`src/rtl/edge_freq_counter.sv`:
```
// Gated pulse counter: counts pulse_i over a programmable window of clock edges.
// The saturating result is held with valid_o until the consumer acknowledges it.
module edge_freq_counter #(
    parameter int unsigned CNT_WIDTH  = 32,
    parameter int unsigned GATE_WIDTH = 32
) (
    input  logic                  clock,
    input  logic                  reset,
    input  logic                  pulse_i,
    input  logic [GATE_WIDTH-1:0] gate_len_i,
    input  logic                  start_i,
    input  logic                  abort_i,
    input  logic                  ack_i,
    output logic [CNT_WIDTH-1:0]  count_o,
    output logic                  overflow_o,
    output logic                  valid_o,
    output logic                  busy_o
);

    typedef enum logic [1:0] {StIdle, StCount, StDone} state_e;

    state_e                state_q;
    logic [GATE_WIDTH-1:0] remain_q;
    logic [CNT_WIDTH-1:0]  cnt_q;
    logic                  ovf_q;

    logic [CNT_WIDTH-1:0]  cnt_next;
    logic                  ovf_next;

    // Saturating increment; an increment attempted at all-ones latches overflow.
    always_comb begin
        cnt_next = cnt_q;
        ovf_next = ovf_q;
        if (pulse_i) begin
            if (&cnt_q) begin
                ovf_next = 1'b1;
            end else begin
                cnt_next = cnt_q + CNT_WIDTH'(1);
            end
        end
    end

    always_ff @(posedge clock) begin
        if (reset) begin
            state_q    <= StIdle;
            remain_q   <= '0;
            cnt_q      <= '0;
            ovf_q      <= 1'b0;
            count_o    <= '0;
            overflow_o <= 1'b0;
            valid_o    <= 1'b0;
            busy_o     <= 1'b0;
        end else begin
            case (state_q)
                StIdle: begin
                    if (start_i) begin
                        cnt_q  <= '0;
                        ovf_q  <= 1'b0;
                        busy_o <= 1'b1;
                        if (gate_len_i == '0) begin
                            state_q    <= StDone;
                            count_o    <= '0;
                            overflow_o <= 1'b0;
                            valid_o    <= 1'b1;
                        end else begin
                            state_q  <= StCount;
                            remain_q <= gate_len_i;
                        end
                    end
                end
                StCount: begin
                    if (abort_i) begin
                        state_q <= StIdle;
                        valid_o <= 1'b0;
                        busy_o  <= 1'b0;
                    end else begin
                        cnt_q <= cnt_next;
                        ovf_q <= ovf_next;
                        // remain_q == 1 marks the last edge of the window, whose pulse counts.
                        if (remain_q == GATE_WIDTH'(1)) begin
                            state_q    <= StDone;
                            remain_q   <= '0;
                            count_o    <= cnt_next;
                            overflow_o <= ovf_next;
                            valid_o    <= 1'b1;
                        end else begin
                            remain_q <= remain_q - GATE_WIDTH'(1);
                        end
                    end
                end
                StDone: begin
                    if (abort_i || ack_i) begin
                        state_q <= StIdle;
                        valid_o <= 1'b0;
                        busy_o  <= 1'b0;
                    end
                end
                default: begin
                    state_q <= StIdle;
                    valid_o <= 1'b0;
                    busy_o  <= 1'b0;
                end
            endcase
        end
    end

endmodule

```
`config.mk`:
```
export PLATFORM = sky130hd
export DESIGN_NAME = edge_freq_counter
export DESIGN_NICKNAME = d
export VERILOG_FILES = /design/src/rtl/edge_freq_counter.sv
export SDC_FILE = /design/constraint.sdc
export NUM_CORES = 1
export LEC_CHECK = 0
export CAP_MARGIN = 20
export CORE_MARGIN = 2
export CORE_UTILIZATION = 51
export CTS_CLUSTER_DIAMETER = 150
export DETAILED_ROUTE_END_ITERATION = 7
export PLACE_DENSITY = 0.77
export SLEW_MARGIN = 20
export SYNTH_ARGS = -nofsm -noshare
export SYNTH_HDL_FRONTEND = slang
export SYNTH_SLANG_ARGS = --single-unit
```
`constraint.sdc`:
```
create_clock -name clock -period 2.2 [get_ports clock]
set_input_delay 0.44 -clock clock [delete_from_list [all_inputs] [get_ports clock]]
set_output_delay 0.44 -clock clock [all_outputs]
set_load 0.02 [all_outputs]
```
# Word level (Yosys, flattened, before mapping)
# Cells that the tools add are included.
dict set report op_classes {
  addsub 2
  n_eq_ne 11
  muxes 40
  reduce_logical 11
}
# op count
set ops {}
lappend ops {{$mux W32} 12}
lappend ops {{$pmux W32 S2} 3}
lappend ops {{$add A32 B1 Y32 const B} 1}
lappend ops {{$eq A32 B1 Y1 const B} 1}
lappend ops {{$logic_not A32 Y1} 1}
lappend ops {{$reduce_and A32 Y1} 1}
lappend ops {{$sub A32 B1 Y32 const B} 1}
lappend ops {{$mux W1} 15}
lappend ops {{$ne A2 B2 Y1 const B} 7}
lappend ops {{$mux W2} 5}
lappend ops {{$reduce_and A3 Y1} 3}
lappend ops {{$reduce_and A4 Y1} 2}
lappend ops {{$pmux W1 S3} 2}
lappend ops {{$pmux W2 S3} 1}
lappend ops {{$reduce_and A5 Y1} 1}
lappend ops {{$pmux W1 S2} 2}
lappend ops {{$ne A3 B3 Y1 const B} 1}
lappend ops {{$eq A2 B1 Y1 const B} 1}
lappend ops {{$eq A2 B2 Y1 const B} 1}
lappend ops {{$logic_not A2 Y1} 1}
lappend ops {{$reduce_bool A2 Y1} 1}
lappend ops {{$logic_or A1 B1 Y1} 1}
dict set report word_totals {
  register_bits 102
  out_inout_bits 35
}

# Logic depth before layout (Yosys ltp)
dict set report logic_depth {
  depth_word 6
  depth_mapped 10
}

# Worst setup path before layout
# No wires, ideal clock.
dict set report synth_timing {
  kind {input to register}
  startpoint {input gate_len_i[17]}
  endpoint {register remain_q[10]}
  setup_ns 0.092
  t_arrival_ns 2.244
  slack_ns -0.136
  path_stages 8
  n_path_buf 2
  cell_sequence {nor4_1 > nand2_1 > or4_1 > a21oi_1 > buf_2 > buf_1 > a21oi_1 > o32ai_1}
}
dict set report synth_via {
  elab_chain_len 3
}
# element line
set synth_lines {}
lappend synth_lines {{start, declared} 10} ;# input logic [GATE_WIDTH-1:0] gate_len_i,
lappend synth_lines {{$logic_not A32 Y1} 60} ;# if (gate_len_i == '0) begin
lappend synth_lines {{$ne A2 B2 Y1 (no line)} n/a}
lappend synth_lines {{$reduce_and A4 Y1 (no line)} n/a}
lappend synth_lines {{end signal, assigned} 67} ;# remain_q <= gate_len_i;
lappend synth_lines {{end signal, assigned} 87} ;# remain_q <= remain_q - GATE_WIDTH'(1);
lappend synth_lines {{end, declared} 23} ;# logic [GATE_WIDTH-1:0] remain_q;
# Every way passes these cells.
# A chain may end at the register's enable or synchronous reset.

# Worst setup path in the final report
dict set report layout_timing {
  startpoint {register remain_q[5]}
  endpoint {register count_o[26]}
}
dict set report layout_via {
  elab_chain_len 3
}
# element line
set layout_lines {}
lappend layout_lines {{$eq A32 B1 Y1} 80} ;# if (remain_q == GATE_WIDTH'(1)) begin
lappend layout_lines {{$ne A2 B2 Y1 (no line)} n/a}
lappend layout_lines {{$reduce_and A5 Y1 (no line)} n/a}
lappend layout_lines {{end signal, assigned} 83} ;# count_o <= cnt_next;
lappend layout_lines {{end, declared} 14} ;# output logic [CNT_WIDTH-1:0] count_o,
# Every way passes these cells.

==> results.sh <==
export IMPL_grt_setup_unrepaired="yes"
export IMPL_wl_per_cell_um=18.4
export IMPL_irDropWorstVdd_mv=0.481
export IMPL_worstMarginPinSlew_ns=0.579
export IMPL_holdPathStages=2
export IMPL_status="finished, violations left"
export IMPL_area_growth_syn_to_layout_pct=48.7
export IMPL_yosys_cell_count_top_type="dfxtp_1"
export IMPL_yosysWarnings=0
export IMPL_dieArea_mm2=0.0120
export IMPL_track_usage_pct=31.0
export IMPL_violations="setup timing"
export IMPL_critPathMaxFanout=6
export IMPL_critPathCaptureType="flop"
export IMPL_diodes=0
export IMPL_finClkSkew_ns=0.0124
export IMPL_ys_ff_latch=102
export IMPL_ys_top_cells_by_area="dfxtp_1 (36%), a21oi_1 (6.6%), o21ai_0 (6.3%), nand2_1 (6.0%), nand4_1 (3.5%)"
export IMPL_leakage_nw=3.23
export IMPL_initial_core_util_pct=52.4
export IMPL_antenna_left=0
export IMPL_setup_viol_count_final=14
export IMPL_gp_congestion=0.908
export IMPL_required_ns=2.47
export IMPL_fin_ws_ns=-0.109
export IMPL_synth_area_mm2=0.00570
export IMPL_synth_edf_count=0
export IMPL_drc=0
export IMPL_ys_types=61
export IMPL_core_area_mm2=0.0109
export IMPL_synth_async_reset_ratio_pct=0
export IMPL_critical_path_class="reg2reg"
export IMPL_drt_initial_drc_count=770
export IMPL_synth_flop_cell="dfxtp_1"
export IMPL_synth_fp_nets=789
export IMPL_hold_viol=0
export IMPL_num_io_pins=73
export IMPL_ctsHtreeMaxLevel=3
export IMPL_slew_viol_final=0
export IMPL_crit_path_start_kind="flop"
export IMPL_synth_largest_area_cell="dfxtp_1"
export IMPL_cts_tree="built"
export IMPL_dr_pass1_iters=5
export IMPL_cts_buffer_depth=2
export IMPL_fin_total_pwr_w=0.00470
export IMPL_synth_commonest_cells="dfxtp_1 (102), nand2_1 (91), a21oi_1 (75)"
export IMPL_grt_first_pass_wirelength_um=29300
export IMPL_power_density_mw_per_mm2=554
export IMPL_grt_pass1_vias=6406
export IMPL_period_share_pct=105
export IMPL_die_h_um=110
export IMPL_finalCriticalPeriod_ns=2.31
export IMPL_synthDominantCellAreaShare_pct=35.8
export IMPL_hpwlAfterDp_um=13300
export IMPL_r2r_cells=7
export IMPL_vias_per_cell=6.33
export IMPL_post_synth_cell_area_avg_um2=7.62
export IMPL_numCtsBuffers=9
export IMPL_clk_insertion_delay_late_ns=0.40
export IMPL_vias=7030
export IMPL_clkTransAtPathRegs_ns=0.09
export IMPL_syn_inst=748
export IMPL_placed_cells=1075
export IMPL_totalWireLength_um=20400
export IMPL_port_buffers=72
export IMPL_nets=1007
export IMPL_grt_ovfl_total=0
export IMPL_root_buffer="clkbuf_8"
export IMPL_maxClockFrequency_mhz=433
export IMPL_slew_headroom_pct=61.4
export IMPL_die_x_um=110
export IMPL_hold_path_class="in2reg"
export IMPL_antenna_found_initial=0
export IMPL_layout_drive_gt1_share_pct=27.7
export IMPL_max_cap_violations=0
export IMPL_placementRows=38
export IMPL_arrival_ns=2.58
export IMPL_grt_max_degree=42
export IMPL_cts_sinks=102
export IMPL_yosysSeqAreaShare_pct=35.8
export IMPL_fin_cells=1110
## area by class of cell
| cell class | count | area, um2 |
|---|---|---|
| fill | 782 | 2410 |
| clock inverter | 4 | 72.6 |
| clock buffer | 11 | 131 |
| tap | 140 | 175 |
| timing repair buffer | 258 | 2290 |
| multi-input combinational | 580 | 3700 |
| sequential | 102 | 2050 |
| inverter | 15 | 56.3 |
## routing by layer
metal	vias to the layer above	wire (um)	GRT usage, %
met3	134	1740	8.00
met5	-	0	0
li1	3218	-	-
met1	3243	7210	32.7
met4	0	1300	18.1
met2	435	10200	55.5
## layout by cell type, fill, tap and decap left out, drive strengths merged, types with 8 or more instances in the layout
| master | synthesis | layout |
|---|---|---|
| nand3 | 24 | 24 |
| o31ai | 14 | 14 |
| nand4 | 32 | 32 |
| o32ai | 11 | 11 |
| xnor2 | 10 | 10 |
| nand2 | 92 | 92 |
| xor2 | 20 | 20 |
| clkdlybuf4s50 | 0 | 40 |
| nor2 | 47 | 47 |
| a31oi | 14 | 14 |
| a211oi | 8 | 8 |
| o21ai | 72 | 72 |
| inv | 14 | 14 |
| dlygate4sd2 | 0 | 15 |
| buf | 13 | 184 |
| dfxtp | 102 | 102 |
| nor3 | 26 | 26 |
| nand2b | 8 | 8 |
| clkbuf | 38 | 20 |
| or3 | 20 | 20 |
| a21oi | 75 | 75 |
| nor4 | 20 | 20 |
## cells by family (layout without fill, tap and decap cells)
kind of cell | Yosys count | in the layout | share of synthesized area (%)
adder cells (fa/ha/maj) | 3 | 3 | 0.658
AO/OA/AOI/OAI | 228 | 228 | 24.7
XOR/XNOR | 30 | 30 | 4.61
flip-flops | 102 | 102 | 35.8
buffers and inverters | 66 | 288 | 4.74
AND/OR/NAND/NOR | 315 | 315 | 28.8
multiplexers | 4 | 4 | 0.702
## critical path: stages, from the launching register on
cell and delay [ns]:
dfxtp_2 0.34, or4_4 0.60, nor3_4 0.24, nand2_2 0.11, o32a_4 0.38, buf_4 0.16, o21ai_0 0.24, a21oi_1 0.11
## stage by stage
step	setup WS (ns)	setup TNS, ns	hold WS, ns	instance area, um2	utilization, %
detailed placement	-0.541	-31.58	0.446	7760	71.3
global placement	-0.500	-29.70	0.435	7760	71.3
floorplan	-0.0335	-0.0335	0.450	5740	-
global route	-0.185	-3.59	0.322	8480	77.9
CTS	-0.0356	-0.0710	0.308	8060	74.0
finish	-0.109	-0.535	0.310	8480	77.9
## repair_timing
action                     in CTS  in global routing
cloned                          2                  3
setup endpoints to repair      47                 65
hold buffers                    0                  0
gates resized for setup        43                 79
buffers inserted                2                 13
pin swaps                      14                 39
## path summary, 6_finish.rpt
check / slack (ns) / endpoint / start
worst max-delay path: -0.11 / count_o[26] / remain_q[5]
worst min-delay path: 0.31 / count_o[6] / reset
worst max register to register: -0.11 / count_o[26] / remain_q[5]
worst min register to register: 0.46 / count_o[21] / count_o[21]
## flip-flops by register name (all words and copies together), names as in the netlist
| name | flops |
|---|---|
| busy_o | 1 |
| cnt_q | 32 |
| valid_o | 1 |
| count_o | 32 |
| overflow_o | 1 |
| state_q | 2 |
| remain_q | 32 |
| ovf_q | 1 |
## report_power, final
group | switching, W | internal (W)
Clock | 0.000664 | 0.000634
Sequential | 0.0000706 | 0.00191
Combinational | 0.000774 | 0.000647
Total | 0.00151 | 0.00319
Note: power is estimated with default switching activity, not from simulation.
